<file path="config.mk">
export PLATFORM = sky130hd
export DESIGN_NAME = alu_16
export DESIGN_NICKNAME = d
export VERILOG_FILES = /design/src/rtl/alu16_pkg.sv /design/src/rtl/alu16_core.sv /design/src/rtl/alu_16.sv
export SDC_FILE = /design/constraint.sdc
export NUM_CORES = 1
export LEC_CHECK = 0
export ABC_AREA = 1
export BUFFER_PORTS_ARGS = -buffer_cell sky130_fd_sc_hd__buf_2
export CORE_MARGIN = 2
export CORE_UTILIZATION = 45
export CTS_CLUSTER_DIAMETER = 40
export DETAILED_ROUTE_END_ITERATION = 8
export HOLD_SLACK_MARGIN = 0.08
export PLACE_DENSITY = 0.69
export SLEW_MARGIN = 15
export SYNTH_ARGS = -nofsm -noshare
export SYNTH_HDL_FRONTEND = slang
export SYNTH_SLANG_ARGS = --single-unit
</file>
<file path="constraint.sdc">
create_clock -name clk -period 6.6 [get_ports clk]
set_input_delay 0.99 -clock clk [delete_from_list [all_inputs] [get_ports clk]]
set_output_delay 0.99 -clock clk [all_outputs]
set_load 0.05 [all_outputs]
</file>
<file path="src/rtl/alu16_pkg.sv">
// Shared types and constants for the 16-bit datapath ALU.
// Function-select encoding, datapath width and flag bit positions.
package alu16_pkg;

  localparam int ALU_W = 16;

  typedef enum logic [1:0] {
    ALU_PASS_A = 2'b00,
    ALU_PASS_B = 2'b01,
    ALU_ADD    = 2'b10,
    ALU_SUB    = 2'b11
  } alu_op_t;

  localparam int FLAG_N = 3;
  localparam int FLAG_Z = 2;
  localparam int FLAG_C = 1;
  localparam int FLAG_V = 0;

endpackage

</file>
<file path="src/rtl/alu16_core.sv">
// Combinational ALU function: pass A, pass B, add, subtract, with carry and signed overflow.
// Zero latency; carry/overflow are forced low for the pass functions.
module alu16_core
  import alu16_pkg::*;
(
  input  logic [ALU_W-1:0] a,
  input  logic [ALU_W-1:0] b,
  input  logic [1:0]       alufs,
  output logic [ALU_W-1:0] result,
  output logic             carry,
  output logic             overflow
);

  logic             is_sub;
  logic [ALU_W-1:0] b_eff;
  logic [ALU_W:0]   sum;

  // One shared adder: subtract is a + ~b + 1, so carry out of 1 means no borrow.
  always_comb begin
    is_sub = (alufs == ALU_SUB);
    b_eff  = is_sub ? ~b : b;
    sum    = {1'b0, a} + {1'b0, b_eff} + {{ALU_W{1'b0}}, is_sub};
  end

  always_comb begin
    result   = a;
    carry    = 1'b0;
    overflow = 1'b0;
    case (alu_op_t'(alufs))
      ALU_PASS_A: result = a;
      ALU_PASS_B: result = b;
      ALU_ADD, ALU_SUB: begin
        result   = sum[ALU_W-1:0];
        carry    = sum[ALU_W];
        overflow = (a[ALU_W-1] == b_eff[ALU_W-1]) && (sum[ALU_W-1] != a[ALU_W-1]);
      end
    endcase
  end

endmodule

</file>
<file path="src/rtl/alu_16.sv">
// Registered 16-bit ALU, 1-cycle latency, loads every cycle (no handshake); sync active-high reset.
// Optional {N,Z,C,V} flags output compiled in with ALU16_FLAGS_EN.
module alu_16
  import alu16_pkg::*;
(
  input  logic        clk,
  input  logic        reset,
  input  logic [15:0] a,
  input  logic [15:0] b,
  input  logic [1:0]  alufs,
  output logic [15:0] alu
`ifdef ALU16_FLAGS_EN
  ,
  output logic [3:0]  flags
`endif
);

  logic [ALU_W-1:0] result;
  logic             carry;
  logic             overflow;

  alu16_core u_core (
    .a        (a),
    .b        (b),
    .alufs    (alufs),
    .result   (result),
    .carry    (carry),
    .overflow (overflow)
  );

  always_ff @(posedge clk) begin
    if (reset) alu <= '0;
    else       alu <= result;
  end

`ifdef ALU16_FLAGS_EN
  always_ff @(posedge clk) begin
    if (reset) begin
      flags <= '0;
    end else begin
      flags[FLAG_N] <= result[ALU_W-1];
      flags[FLAG_Z] <= (result == '0);
      flags[FLAG_C] <= carry;
      flags[FLAG_V] <= overflow;
    end
  end
`else
  // Carry and overflow have no consumer without the flags register.
  logic unused_status;
  assign unused_status = carry ^ overflow;
`endif

endmodule

</file>
# == Word-level counts from Yosys, hierarchy flattened ==
# Index checks and enable logic that the tools add are counted.
# totals
latchBits,0
mem_bits_rw,0
wordCells,11
register_bits,16
mem_bits_ro,0
out_inout_bits,16
in_bits,36
mem_count,0
# classes
n_eq_ne,3
order_cmp,0
div,0
n_reduce_logical,2
mul,0
bitwise,1
n_mux,2
add_sub_neg,2
shifts,0
# op_table
cell,count
one-hot mux 16 bit (3 select lines),1
adder 16 x 1 -> 16 bit,1
adder 16 bit,1
two-way mux 16 bit,1
inverter 16 bit,1
== test 2 bit (second input constant),2
== test 2 x 1 -> 1 bit (second input constant),1
zero test 2 bit,1
OR reduction 2 bit,1

# == Logic depth before layout (Yosys ltp) ==
# Gate-level depths: netlist (run 1).
# depth
depth_word,5
mapped_depth,16
ltp_nobuf,14

# == Hierarchy ==
# Synthesis (run 1) repeated with hierarchy kept, for this count alone.
# hier_totals
cells_unflattened,315
hier_area_um2,1873.0
# by_module_without_submodules
module,seq_area_each_um2,area_each_um2,instances,cells_each
alu16_core,0.0,1398.8,1,265
alu_16,320.3,474.2,1,50

# == Least setup slack after synthesis (run 1) ==
# No wires, ideal clock.
# synth_timing
kind,input to register
startpoint,input port alufs[1]
endpoint,register alu[6]
n_path_buf,2
setup_time_ns,0.133
path_stages,12
t_arrival_ns,2.714
required_time_ns,6.467
path_slack_ns,3.753
path_cell_list,buf_6 > nand2_4 > buf_2 > xnor2_1 > fa_1 > nand3_1 > nand2_1 > nand2_1 > nand2_1 > or2_2 > nand3_1 > a31oi_1
# synth_via
elab_chain_cells,5
elab_cells_between_ends,9
cone_classes,2 x add/sub; 3 x eq/ne; 2 x mux; 2 x reduce/logical
# synth_lines
item,line_no,rtl
from (decl),alu_16.sv:10,"input logic [1:0] alufs,"
== test 2 bit,"alu16_core.sv:20, alu16_core.sv:29",
two-way mux 16 bit,alu16_core.sv:21,b_eff = is_sub ? ~b : b;
adder 16 bit,alu16_core.sv:22,"sum = {1'b0, a} + {1'b0, b_eff} + {{ALU_W{1'b0}}, is_sub};"
adder 16 x 1 -> 16 bit,alu16_core.sv:22,
one-hot mux 16 bit (3 select lines) (*),alu16_core.sv:29,case (alu_op_t'(alufs))
to (signal assigned),alu_16.sv:33,else alu <= result;
to (decl),alu_16.sv:11,output logic [15:0] alu
# Every way passes the cells marked *; elsewhere a longest branch is shown, timed or not.
# A chain may end at the register's enable or synchronous reset.

# == Final worst setup path (run 1) ==
# Same ends and word-level chain as after synthesis.

==> flow_metrics.tcl, run 1 <==
set metrics [dict create \
    outcome "finished clean" \
    ir_worst_vdd_v 0.0000782 \
    grt_pass1_vias 1564 \
    yosysSeqAreaShare 0.190 \
    top_regs "alu: 16 flops" \
    p_sw_frac 0.434 \
    multi_input_area_mm2 0.00119 \
    netlist_top_cells_area "dfxtp_1, nand2_1, ha_1" \
    cts_made_buffers 3 \
    dp_hpwl_um 3120 \
    period_share 0.442 \
    synth.cell_area_mm2 0.00168 \
    drive_gt1_frac 0.222 \
    cts_hold_buf 0 \
    start_util 0.463 \
    cts-root-buf "clkbuf_8" \
    netlist_top_cells_count "nand2_1, inv_1, a21oi_1" \
    worstHoldPathType "in -> reg" \
    drc_errors 0 \
    path_class "in -> reg" \
    core-area_mm2 0.00363 \
    largest_reg_flops 16 \
    overflow 0 \
    nets 365 \
    port_buffers 51 \
    cts_resized 0 \
    clk_path_buf_depth 2 \
    finalSetupViolCount 0 \
    p_leak_uw 0.00108 \
    rsz0062_at_grt "no" \
    fin_util 0.555 \
    gr-usage-all-layers 0.207 \
    die_h_um 65.1 \
    synth_top_cell_area_share 0.190 \
    dieArea_mm2 0.00424 \
    syn_to_final_growth_pct 20.0 \
    drt-vias-per-instance 4.89 \
    required_ps 6740 \
    h-tree-depth 1 \
    synth-async-reset-ratio 0 \
    io_pins 52 \
    syn_avg_cell_area_um2 6.42 \
    gp_congestion 0.846 \
    tritoncts "built" \
    critPathMaxFanout 18 \
    ys_seq_elements 16 \
    grt_max_degree 19 \
    wl_um 4090 \
    yosys.area.top_type "dfxtp_1" \
    n_antenna_cell 0 \
    synth.net_count 315 \
    slew_headroom 0.477 \
    cts.sinks 16 \
    place_ws_ps 3400 \
    power.internal_uw 230 \
    fmax_mhz 343 \
    rows 22 \
    final_hold_viol_count 0 \
    layout_setup_ws_ps 3680 \
    arrival_ps 3060 \
    antenna_found_initial 0 \
    final_antenna_net_count 0 \
    postSynthCellCount 262 \
    ys.flop_type "dfxtp_1" \
    start_kind "input pin" \
    worst_pin_slew_ps 784 \
    clock_power_share 0.233 \
    wl_per_cell_um 11.4 \
    drv_cap 0 \
    synth_cell_types 34 \
    largest_register "alu" \
    pwr-share-comb 0.498 \
    p_sw_uw 176 \
    p_seq_frac 0.269 \
    endpoint_kind "register" \
    yosysWarningCount 0 \
    drv_slew 0 \
    seqCellArea_um2 320 \
    clkTransAtPathRegs_ps 80 \
    power-per-cell-area_mw_per_mm2 201 \
    fill_cells 397 \
    first_pass_iters 4 \
    synth_edf_count 0 \
    finalCriticalPeriod_ps 2920 \
    grt_pass1_wl_um 6900 \
    post_cts_buffers 0 \
    fp.dieW_um 65.1 \
    yosysMostFrequentCell "nand2_1" \
    drt-initial-drc-count 43 \
    setup_tns_ps 0 \
    vias 1757 \
    hold_depth 3 \
]
-- through the flow --
step / hold slack [ps] / area, um2 / std cells / total power (uW)
final: 1000 / 2020 / 359 / 407
after CTS: 1000 / 2020 / 359 / 409
after detailed placement: 1280 / 1960 / 355 / 314
after global placement: 1280 / 1960 / 355 / 312
after global routing: 1010 / 2020 / 359 / 440
after floorplan: 1160 / 1680 / 262 / 268
-- power groups by stage --
stage | Clock (uW) | Combinational (uW) | Sequential (uW)
global placement | 0 | 201 | 112
CTS | 96.1 | 203 | 110
global route | 101 | 228 | 110
floorplan | 0 | 118 | 150
detailed placement | 0 | 202 | 112
finish | 94.7 | 202 | 109
-- final timing paths --
path | startpoint | to | slack, ps
hold / removal | a[4] | alu[4]$_SDFF_PP0_ | 1000
setup / recovery | alufs[1] | alu[6]$_SDFF_PP0_ | 3680
-- cell type report --
| class | count | share of cell area |
|---|---|---|
| multi-input combinational | 204 | 0.591 |
| tap | 48 | 0.0298 |
| timing repair buffer | 51 | 0.126 |
| sequential | 16 | 0.159 |
| inverter | 36 | 0.0670 |
| clock buffer | 4 | 0.0273 |
-- logic make-up (layout without fill, tap and decap cells) --
| family | after synthesis | count (layout) | synth area share |
|---|---|---|---|
| AND/OR/NAND/NOR | 120 | 120 | 0.324 |
| adder cells (fa/ha/maj) | 17 | 17 | 0.131 |
| AO/OA/AOI/OAI | 50 | 50 | 0.165 |
| buffers and inverters | 42 | 91 | 0.100 |
| flip-flops | 16 | 16 | 0.190 |
| XOR/XNOR | 17 | 17 | 0.0885 |
-- cells in the final DEF, fill, tap and decap left out --
cell type / Yosys / layout
nand2_1: 68 / 68
nor3_1: 1 / 1
nand3_2: 1 / 1
clkbuf_8: 0 / 4
nand3b_1: 4 / 4
o21a_1: 1 / 1
a21oi_1: 24 / 24
xor2_1: 10 / 10
xnor2_1: 7 / 7
o21ai_0: 12 / 12
a21boi_0: 1 / 1
or2_2: 3 / 3
nor2_2: 1 / 1
nand2_2: 6 / 6
dfxtp_1: 16 / 16
ha_1: 16 / 16
a22o_1: 1 / 1
nand3_1: 18 / 18
inv_1: 36 / 36
o21bai_1: 1 / 1
a31o_2: 1 / 1
nor2_1: 12 / 12
a21boi_1: 1 / 1
nor4_1: 1 / 1
o21ai_1: 1 / 1
a21o_1: 1 / 1
nor2_4: 1 / 1
nand2_4: 1 / 1
buf_2: 3 / 51
a31oi_1: 6 / 6
and2_1: 3 / 3
fa_1: 1 / 1
-- per-layer routing --
| layer | vias up | GRT usage | wire (um) |
|---|---|---|---|
| met5 | - | 0 | 0 |
| met1 | 766 | 0.288 | 2040 |
| met3 | 4 | 0.0291 | 188 |
| li1 | 946 | - | - |
| met2 | 41 | 0.338 | 1820 |
| met4 | 0 | 0.0547 | 42 |
-- worst max-delay path, cell delays in order --
cell and delay [ps]:
buf_2 350, nand2_4 260, xnor2_1 230, fa_1 440, nand3_1 80, nand2_1 110, nand2_1 80, nand2_1 100
or2_2 290, nand3_1 60, a31oi_1 70
(Power assumes the default switching activity.)
==> run 2, diff against run 1 <==
Settings changed: ABC_AREA 1 to 0.
Clock period 6.6 ns to 2.7 ns, I/O delays scaled along.
==> flow_metrics.tcl, run 2 <==
set metrics [dict create \
    outcome "finished clean" \
    rsz0062_at_grt "no" \
    synth.net_count 248 \
    path_class "in -> reg" \
    final_antenna_net_count 0 \
    drt-vias-per-instance 5.43 \
    synth-async-reset-ratio 0 \
    tritoncts "built" \
    p_sw_frac 0.428 \
    p_sw_uw 408 \
    syn_to_final_growth_pct 24.4 \
    ys_seq_elements 16 \
    final_common_cell "buf_2" \
    gp_congestion 0.899 \
    synthMuxAreaShare 0.0901 \
    n_antenna_cell 0 \
    post_cts_buffers 0 \
    postSynthCellCount 195 \
    fp.dieW_um 63.6 \
    io_pins 52 \
    start_kind "input pin" \
    finalCriticalPeriod_ps 2420 \
    syn_avg_cell_area_um2 8.19 \
    antenna_found_initial 0 \
    wl_um 3760 \
    drt-initial-drc-count 79 \
    cts.sinks 16 \
    gr-usage-all-layers 0.195 \
    drv_slew 0 \
    overflow 0 \
    p_seq_frac 0.285 \
    yosys.area.top_type "dfxtp_1" \
    endpoint_kind "register" \
    final_cell_mix "buf_2, xnor2_1, ha_1, dfxtp_1" \
    netlist_top_cells_count "xnor2_1, dfxtp_1, ha_1" \
    synth_cell_types 50 \
    p_leak_uw 0.000934 \
    required_ps 2870 \
    grt_pass1_vias 1512 \
    worst_pin_slew_ps 385 \
    worstHoldStart "b[0]" \
    seqCellArea_um2 320 \
    yosysMostFrequentCell "xnor2_1" \
    drc_errors 0 \
    slew_headroom 0.737 \
    synth_edf_count 0 \
    synthXorXnorAreaFrac 0.126 \
    nets 303 \
    yosysSeqAreaShare 0.200 \
    final_hold_viol_count 0 \
    cts_hold_buf 0 \
    synth_top_family_by_area "compound AO/OA/AOI/OAI gates" \
    synth_fa_ha_area_frac 0.138 \
    h-tree-depth 1 \
    power-per-cell-area_mw_per_mm2 479 \
    synth_top_cell_area_share 0.200 \
    synth_compound_area_frac 0.236 \
    netlist_top_cells_area "dfxtp_1, ha_1, xnor2_1" \
    fill_cells 333 \
    dp_hpwl_um 3090 \
    finalSetupViolCount 0 \
    start_util 0.475 \
    pwr-share-comb 0.539 \
    largest_register "alu" \
    synth.cell_area_mm2 0.00160 \
    grt_pass1_wl_um 6430 \
    drv_cap 0 \
    whs_endpoint "alu[0]$_SDFF_PP0_" \
    wl_per_cell_um 12.7 \
    worstHoldPathType "in -> reg" \
    fin_util 0.591 \
    rows 21 \
    dieArea_mm2 0.00404 \
    port_buffers 51 \
    clock_power_share 0.177 \
    vias 1603 \
    ir_worst_vdd_v 0.000213 \
    die_h_um 63.6 \
    fmax_mhz 413 \
    cts-root-buf "clkbuf_4" \
    first_pass_iters 4 \
    arrival_ps 2600 \
    multi_input_area_mm2 0.00123 \
    synth-simple-area-share 0.169 \
    largest_reg_flops 16 \
    power.internal_uw 544 \
    grt_max_degree 20 \
    hold_depth 3 \
    critPathMaxFanout 7 \
    top_regs "alu: 16 flops" \
    clk_path_buf_depth 2 \
    period_share 0.897 \
    cts_resized 0 \
    power_uw 952 \
    core-area_mm2 0.00336 \
    ys.flop_type "dfxtp_1" \
    drive_gt1_frac 0.297 \
    cts_made_buffers 3 \
    clkTransAtPathRegs_ps 110 \
    yosysWarningCount 0 \
]
## run 2: stage by stage
stage / hold WS [ps] / TNS (ps) / cells / worst slack [ps] / instance area, um2
final: 406 / 0 / 295 / 277 / 1990
after global routing: 420 / 0 / 295 / 120 / 1990
after CTS: 404 / 0 / 295 / 275 / 1990
after detailed placement: 717 / -0.0493 / 291 / -0.0493 / 1950
after global placement: 721 / 0 / 291 / 64.6 / 1950
after floorplan: 574 / 0 / 195 / 8.37 / 1640
## run 2: critical path, cell delays in order
cell and delay [ps]:
buf_2 140, nand2_4 80, buf_4 170, xnor2_1 130, ha_1 340, a21o_1 190, a221o_1 380, or2_1 240
o2111a_1 130, a2111oi_1 380
## run 2: area by class of cell
cell class,count,area share
Timing Repair Buffer,59,0.159
Tap cell,46,0.0290
Sequential cell,16,0.161
Multi-Input combinational cell,163,0.620
Inverter,7,0.0132
Clock buffer,4,0.0183
## run 2: logic make-up (layout without fill, tap and decap cells)
logic type,after synthesis,count (layout)
AOI/OAI and AO/OA,55,55
xor gates and xnor gates,23,23
adders and majority gates,17,17
buffers and inverters,16,70
DFF,16,16
muxes,14,14
and+or+nand+nor,54,54
## run 2: power groups by stage
stage	combinational [uW]	clock [uW]	sequential, uW
after detailed placement	513	0	277
after CTS	515	172	271
after global placement	512	0	277
after global routing	565	191	274
final	513	168	271
after floorplan	286	0	383
## run 2: routing by layer
metal / track usage / vias to the layer above / share of wire
met5: 0 / - / 0
met1: 0.257 / 723 / 0.48
li1: - / 829 / -
met3: 0.0304 / 6 / 0.056
met2: 0.322 / 45 / 0.45
met4: 0.0652 / 0 / 0.014
## run 2: worst max path at each step
stage             start            endpoint  slack, ps  depth (start not counted)
6_report       alufs[0]  alu[14]$_SDFF_PP0_        280                         10
5_1_grt        alufs[0]  alu[14]$_SDFF_PP0_        120                         10
4_1_cts        alufs[0]  alu[14]$_SDFF_PP0_        280                         11
3_5_place_dp   alufs[0]  alu[14]$_SDFF_PP0_      -0.05                         11
3_3_place_gp   alufs[0]  alu[14]$_SDFF_PP0_         60                         11
2_1_floorplan  alufs[0]  alu[14]$_SDFF_PP0_          8                         12
